`config.mk`:
```
export PLATFORM = sky130hd
export DESIGN_NAME = calc_dec
export DESIGN_NICKNAME = d
export VERILOG_FILES = /design/src/rtl/calc_dec.sv
export SDC_FILE = /design/constraint.sdc
export NUM_CORES = 1
export LEC_CHECK = 0
export CORE_ASPECT_RATIO = 1.25
export CORE_MARGIN = 2
export CORE_UTILIZATION = 55
export DETAILED_ROUTE_END_ITERATION = 7
export PLACE_DENSITY = 0.83
export SYNTH_ARGS = -nofsm -noshare
export SYNTH_HDL_FRONTEND = slang
export SYNTH_SLANG_ARGS = --single-unit
export TNS_END_PERCENT = 20
```
`constraint.sdc`:
```
create_clock -name clk -period 5.2 [get_ports clk]
set_input_delay 1.04 -clock clk [delete_from_list [all_inputs] [get_ports clk]]
set_output_delay 1.04 -clock clk [all_outputs]
set_load 0.005 [all_outputs]
```
`src/rtl/calc_dec.sv`:
```
// Multi-cycle accumulator calculator: accepts an encoded ALU op, executes it
// against the accumulator and writes back three cycles per operation.
module calc_dec #(
    parameter int ACC_W = 16
) (
    input  logic             clk,
    input  logic             rst,
    input  logic             op_valid,
    input  logic [3:0]       op_code,
    input  logic [ACC_W-1:0] operand,
    output logic             op_ready,
    output logic [ACC_W-1:0] acc,
    output logic             res_valid,
    output logic             illegal,
    output logic             zero
);

    localparam int SH_W = $clog2(ACC_W);

    typedef enum logic [1:0] {
        IDLE,
        EXEC,
        WB
    } state_t;

    state_t            state;
    logic [3:0]        code_q;
    logic [ACC_W-1:0]  b_q;
    logic [ACC_W-1:0]  result;
    logic              res_ill;
    logic [SH_W-1:0]   sh;

    assign zero = (acc == '0);
    assign sh   = b_q[SH_W-1:0];

    // Illegal codes fall through with result = acc so writeback is uniform.
    always_comb begin
        result  = acc;
        res_ill = 1'b0;
        case (code_q)
            4'b0000: result = acc & b_q;
            4'b0001: result = acc | b_q;
            4'b0010: result = acc + b_q;
            4'b0110: result = acc - b_q;
            4'b0111: result = {{(ACC_W-1){1'b0}}, ($signed(acc) < $signed(b_q))};
            4'b1000: result = acc >> sh;
            4'b1001: result = acc << sh;
            4'b1010: result = ACC_W'($signed(acc) >>> sh);
            4'b1101: result = acc ^ b_q;
            default: res_ill = 1'b1;
        endcase
    end

    // The result registered on leaving EXEC lands directly in acc, so acc and
    // res_valid are both visible during the WB cycle (accept + 2).
    always_ff @(posedge clk) begin
        if (rst) begin
            state     <= IDLE;
            op_ready  <= 1'b1;
            acc       <= '0;
            res_valid <= 1'b0;
            illegal   <= 1'b0;
            code_q    <= '0;
            b_q       <= '0;
        end else begin
            case (state)
                IDLE: begin
                    res_valid <= 1'b0;
                    if (op_valid) begin
                        code_q   <= op_code;
                        b_q      <= operand;
                        op_ready <= 1'b0;
                        state    <= EXEC;
                    end
                end
                EXEC: begin
                    acc       <= result;
                    illegal   <= res_ill;
                    res_valid <= 1'b1;
                    state     <= WB;
                end
                WB: begin
                    res_valid <= 1'b0;
                    op_ready  <= 1'b1;
                    state     <= IDLE;
                end
                default: begin
                    res_valid <= 1'b0;
                    op_ready  <= 1'b1;
                    state     <= IDLE;
                end
            endcase
        end
    end

endmodule

```
### After elaboration in Yosys (flattened, before gate mapping)

Cells that the tools add are included.

| cells by class | value |
|---|---|
| reductions and logical operators | 8 |
| add/subtract/negate cells | 2 |
| bitwise logic cells | 4 |
| equal/unequal tests | 10 |
| shifts and indexed selects | 3 |
| magnitude comparators | 1 |
| mux-type cells | 7 |

Operators by type and width:

| kind | count |
|---|---|
| $pmux W16 S9 | 1 |
| $add A16 B16 Y16 | 1 |
| $and A16 B16 Y16 | 1 |
| $eq A4 B4 Y1 const B | 4 |
| $logic_not A16 Y1 | 1 |
| $lt A16 B16 Y1 | 1 |
| $or A16 B16 Y16 | 1 |
| $shl A16 B4 Y16 | 1 |
| $shr A16 B4 Y16 | 1 |
| $sshr A16 B4 Y16 | 1 |
| $sub A16 B16 Y16 | 1 |
| $xor A16 B16 Y16 | 1 |
| $reduce_bool A9 Y1 | 1 |
| $reduce_or A9 Y1 | 1 |
| $eq A4 B3 Y1 const B | 2 |
| $reduce_and A2 Y1 | 3 |
| $eq A4 B1 Y1 const B | 1 |
| $eq A4 B2 Y1 const B | 1 |
| $logic_not A4 Y1 | 1 |
| $pmux W2 S2 | 1 |
| $mux W1 | 3 |
| $eq A2 B1 Y1 const B | 1 |
| $logic_not A2 Y1 | 1 |
| $mux W2 | 1 |
| 3 further kinds | 3 |

| word-level totals | value |
|---|---|
| bits of input ports | 23 |
| bits in registers | 41 |

### Logic depth before layout (Yosys ltp)

| logic depth | value |
|---|---|
| depth in word-level cells | 3 |
| mapped depth | 14 |
| depth with buffers taken out | 12 |

### Worst setup path after synthesis

OpenSTA, ideal clock, no wires.

| timing path | value |
|---|---|
| kind | reg2reg |
| start point | register b_q[2] |
| end point | register acc[10] |
| cell stages (with the launch flop) | 13 |
| data required time | 5.070 ns |
| setup time | 0.130 ns |
| setup slack | 1.914 ns |
| buffers on the path | 3 |
| arrival time | 3.156 ns |
| cells stage by stage | dfxtp_1 -> clkbuf_1 -> inv_1 -> clkbuf_1 -> buf_2 -> ha_1 -> a21o_1 -> a2111oi_4 -> o21bai_1 -> a221o_1 -> a221o_1 -> a221oi_2 -> o32ai_1 |

| on the way | value |
|---|---|
| cells in the longest elaborated chain, start to end | 2 |

RTL lines:

| what | RTL line | text |
|---|---|---|
| from (decl) | 28 | `logic [ACC_W-1:0] b_q;` |
| from (signal assigned) | 71 | `b_q <= operand;` |
| $sub A16 B16 Y16, or another cell as far along | 44 | `4'b0110: result = acc - b_q;` |
| $pmux W16 S9 (*) | 40 | `case (code_q)` |
| to (signal assigned) | 77 | `acc <= result;` |
| to (decl) | 12 | `output logic [ACC_W-1:0] acc,` |

Every way passes the cells marked *; elsewhere a longest branch is shown, timed or not.
A chain may end at the register's enable or synchronous reset.

### Final worst setup path

Ends and elaborated chain as after synthesis.

==> impl_results.html <==
<table>
<tr><th>Metric</th><th>Value</th></tr>
<tr><th colspan="2">Yosys</th></tr>
<tr><td>Count of flip-flops with a built-in enable after synthesis</td><td>0</td></tr>
<tr><td>Synthesized netlist cell count</td><td>~770</td></tr>
<tr><td>Top-area cell type share of the netlist area</td><td>14.6%</td></tr>
<tr><td>Cell taking the most area after synthesis</td><td>dfxtp_1</td></tr>
<tr><td>Sequential share of the synthesized area</td><td>approximately 15%</td></tr>
<tr><td>Post-synthesis instance area</td><td>about 0.0056 sq mm</td></tr>
<tr><td>Synthesized flop and latch total</td><td>41</td></tr>
<tr><td>Synthesis Warnings</td><td>0</td></tr>
<tr><td>Top FF cell, synth</td><td>dfxtp_1</td></tr>
<tr><td>Largest cells by area after synthesis</td><td>dfxtp_1, ha_1, mux4_2</td></tr>
<tr><td>Synthesized area per cell</td><td>around 7.3 sq um</td></tr>
<tr><td>Top cell types by occurrence after synthesis</td><td>nand2_1, nor2_1, a21oi_1</td></tr>
<tr><td>Cell with the most instances after synthesis</td><td>nand2_1</td></tr>
<tr><td>Post-Syn Nets</td><td>around 840</td></tr>
<tr><td>Number of unique standard cell types used by synthesis</td><td>82</td></tr>
<tr><td>Proportion of synthesized flip-flops having asynchronous set or reset</td><td>0%</td></tr>
<tr><th colspan="2">CTS</th></tr>
<tr><td>Root Buffer Master</td><td>clkbuf_16</td></tr>
<tr><td>H-tree depth</td><td>2</td></tr>
<tr><td>TritonCTS clock tree</td><td>done</td></tr>
<tr><td>Clock latency at the later pin of the worst-skew pair</td><td>roughly 290 ps</td></tr>
<tr><td>Clock edge transition at the registers on the reported setup and hold paths</td><td>~70 ps</td></tr>
<tr><td>Post-CTS Repair Setup Buffers</td><td>0</td></tr>
<tr><td>Post-CTS Hold Buffers</td><td>0</td></tr>
<tr><td>Cts repair resizes</td><td>0</td></tr>
<tr><td>Clk buf depth</td><td>2</td></tr>
<tr><td>Num CTS Buffers</td><td>5</td></tr>
<tr><td>Clock net sink count</td><td>a little over 40</td></tr>
<tr><th colspan="2">Hold path</th></tr>
<tr><td>Origin of the worst min-delay path</td><td>b_q[6]</td></tr>
<tr><td>Worst hold path type</td><td>flip-flop to flip-flop</td></tr>
<tr><th colspan="2">Routing</th></tr>
<tr><td>Via count of the routed design</td><td>between 6,000 and 7,000</td></tr>
<tr><td>Via count normalized by instance count</td><td>around 7.0</td></tr>
<tr><td>Detailed-routing iteration count for the pre-antenna-repair pass</td><td>6</td></tr>
<tr><td>Final ANT Viol Nets</td><td>0</td></tr>
<tr><td>Average routed wire per standard cell</td><td>approximately 22 microns</td></tr>
<tr><td>Total length of routed wires</td><td>about 20 mm</td></tr>
<tr><td>Detailed Route Iter0 Violations</td><td>just under 800</td></tr>
<tr><td>Number of design rule violations left after detail routing</td><td>0</td></tr>
<tr><th colspan="2">Placed design</th></tr>
<tr><td>Half-perimeter wire length after placement</td><td>approximately 14 mm</td></tr>
<tr><td>Placed insts</td><td>a little under 900</td></tr>
<tr><td>IO Port Bufs</td><td>42</td></tr>
<tr><td>Routability congestion estimate</td><td>approximately 0.99</td></tr>
<tr><th colspan="2">Pwr</th></tr>
<tr><td>Worst vdd rail ir drop</td><td>about 0.00022 V</td></tr>
<tr><td>Power Internal</td><td>~0.75 mW</td></tr>
<tr><td>Power dissipated by switching net loads</td><td>around 0.5 mW</td></tr>
<tr><td>Fraction of power spent switching nets</td><td>between 30% and 40%</td></tr>
<tr><td>Total power divided by cell area</td><td>204 mW/mm^2</td></tr>
<tr><td>Final Power</td><td>1.25 mW</td></tr>
<tr><td>Combinational power share</td><td>between 40% and 50%</td></tr>
<tr><td>Leakage Power</td><td>around 2.2 nW</td></tr>
<tr><td>Clk pwr share</td><td>27.0%</td></tr>
<tr><td>Sequential fraction of design power</td><td>a little under a third</td></tr>
<tr><th colspan="2">Global route</th></tr>
<tr><td>Overall track demand over capacity in global routing</td><td>between 30% and 40%</td></tr>
<tr><td>Number of antenna violations at the first check in global routing</td><td>0</td></tr>
<tr><td>Residual overflow from global routing</td><td>0</td></tr>
<tr><td>Largest net degree at the start of global routing</td><td>44</td></tr>
<tr><td>Vias in the first global route</td><td>between 5,000 and 6,000</td></tr>
<tr><td>First-pass GRT wire length</td><td>between 30 and 40 mm</td></tr>
<tr><th colspan="2">Setup path</th></tr>
<tr><td>Critical register-to-register path startpoint</td><td>b_q[2]</td></tr>
<tr><td>Worst reg-to-reg setup slack</td><td>roughly 1800 ps</td></tr>
<tr><td>Setup CP Type</td><td>flip-flop to flip-flop</td></tr>
<tr><td>Capturing element type of the critical path</td><td>flip-flop</td></tr>
<tr><td>Critical path arrival</td><td>around 3500 ps</td></tr>
<tr><td>Type of element launching the critical path</td><td>flip-flop</td></tr>
<tr><td>Worst endpoint required time</td><td>5350 ps</td></tr>
<tr><td>Largest driver fanout on the critical path</td><td>38</td></tr>
<tr><td>Startpoint of the worst setup timing path</td><td>b_q[2]</td></tr>
<tr><th colspan="2">Timing</th></tr>
<tr><td>Worst hold slack</td><td>approximately 470 ps</td></tr>
<tr><td>Count of endpoints failing setup in the final report</td><td>0</td></tr>
<tr><td>RSZ-0062 raised after global routing</td><td>false</td></tr>
<tr><td>Final number of hold-violating endpoints</td><td>0</td></tr>
<tr><td>Maximum clock frequency</td><td>approximately 290 MHz</td></tr>
<tr><td>Fin crit share</td><td>65.2%</td></tr>
<tr><td>Max-slew violation count</td><td>0</td></tr>
<tr><td>Setup clock skew after layout</td><td>about 9 ps</td></tr>
<tr><td>Final TNS setup</td><td>0 ps</td></tr>
<tr><td>Final critical-path required period</td><td>between 3000 and 4000 ps</td></tr>
<tr><td>Measured slew at the worst slew-check pin</td><td>roughly 870 ps</td></tr>
<tr><td>Slew margin rel.</td><td>about two fifths</td></tr>
<tr><th colspan="2">Layout</th></tr>
<tr><td>Number of nets at the end of the flow</td><td>between 800 and 900</td></tr>
<tr><td>Share of final-layout standard cells stronger than drive strength 1</td><td>between 7 and 8%</td></tr>
<tr><td>Count of inserted antenna diode cells</td><td>0</td></tr>
<tr><td>Number of cells in the finished layout apart from fillers</td><td>885</td></tr>
<tr><td>Area Growth Syn to Fin</td><td>8.64%</td></tr>
<tr><th colspan="2">Die</th></tr>
<tr><td>Die Span X</td><td>~94 microns</td></tr>
<tr><td>Top-level port count</td><td>43</td></tr>
<tr><td>Number of rows in the core area</td><td>just over 40</td></tr>
<tr><td>Die Area</td><td>roughly 0.011 sq mm</td></tr>
<tr><td>Initial core utilization</td><td>56.2%</td></tr>
<tr><td>Area of the core region</td><td>0.0100 sq mm</td></tr>
<tr><td>Chip Height</td><td>around 120 microns</td></tr>
<tr><th colspan="2">Job</th></tr>
<tr><td>Number of maximum-capacitance violations</td><td>0</td></tr>
<tr><th colspan="2">Run status</th></tr>
<tr><td>Run status</td><td>finished, final reports clean</td></tr>
</table>
## cell type report
cell class	count	area (sq um)
timing repair buffer	51	488
clock buffer	7	153
fill	938	3900
clock inverter	1	5.00
multi-input combinational	611	4310
sequential	41	823
inverter	45	169
tap	129	161
## per-layer routing
layer / up-vias / global-route usage, % / wire length (microns)
met4: 0 / 18.1 / 893
met2: 410 / 58.5 / 9100
met5: - / 0 / 0
li1: 2790 / - / -
met1: 2893 / 46.1 / 7640
met3: 64 / 5.44 / 2050
## stage by stage
| step | utilization [%] | area (sq um) | setup WS (ps) |
|---|---|---|---|
| detailed placement | 59.5 | 5950 | 1910 |
| CTS | 61.0 | 6110 | 1890 |
| global route | 61.0 | 6110 | 1640 |
| global placement | 59.5 | 5950 | 1960 |
| floorplan | - | 5620 | 1910 |
| finish | 61.0 | 6110 | 1810 |
## cell usage in the layout (no fill, tap or decap), types with 10 or more instances in the layout
cell / synthesis / routed
a21oi_1: 72 / 72
ha_1: 52 / 52
a21o_1: 10 / 10
mux4_2: 17 / 17
o211ai_1: 14 / 14
nor3_1: 13 / 13
o21ai_0: 35 / 35
o22ai_1: 13 / 13
a211oi_1: 13 / 13
o21ai_1: 10 / 10
dfxtp_1: 41 / 39
inv_1: 44 / 44
mux2i_1: 16 / 16
nand2_1: 95 / 95
nand3_1: 13 / 13
clkdlybuf4s50_1: 0 / 42
nor2_1: 75 / 75
## registers in the layout, summed over array words and instances (netlist names)
name       flops
acc           16
b_q           16
code_q         4
illegal        1
op_ready       1
res_valid      1
state          2
## cells by family (layout without fill, tap and decap cells)
kind of cell               Yosys count  in the layout  synth area share (%)
AOI/OAI and AO/OA                  262            262                  32.4
adders and majority gates           54             54                  12.3
buffers and inverters              115            104                  8.77
DFF                                 41             41                  14.6
muxes                               39             39                  10.9
and+or+nand+nor                    256            256                  21.1
## worst paths after layout
kind,end,cells after the start
worst max-delay path,acc[10],11
worst min-delay path,b_q[6],2
worst max register to register,acc[10],11
worst min register to register,b_q[6],2
## power groups by stage
| stage | sequential (mW) | clock [mW] | combinational (mW) |
|---|---|---|---|
| 2_1_floorplan | 0.363 | 0 | 0.384 |
| 3_3_place_gp | 0.393 | 0 | 0.493 |
| 3_5_place_dp | 0.396 | 0 | 0.498 |
| 4_1_cts | 0.388 | 0.338 | 0.501 |
| 5_1_grt | 0.395 | 0.349 | 0.558 |
| 6_report | 0.392 | 0.336 | 0.517 |
## critical path, stage by stage (launching register included)
cell and delay (ps):
dfxtp_1 310, buf_4 350, inv_1 70, buf_4 230, ha_1 400, a21o_1 250
a2111oi_4 360, o21bai_1 160, a221o_1 400, a221o_1 340, a221oi_2 230, o32ai_1 110
No activity file was read; power rests on OpenSTA's default activity.
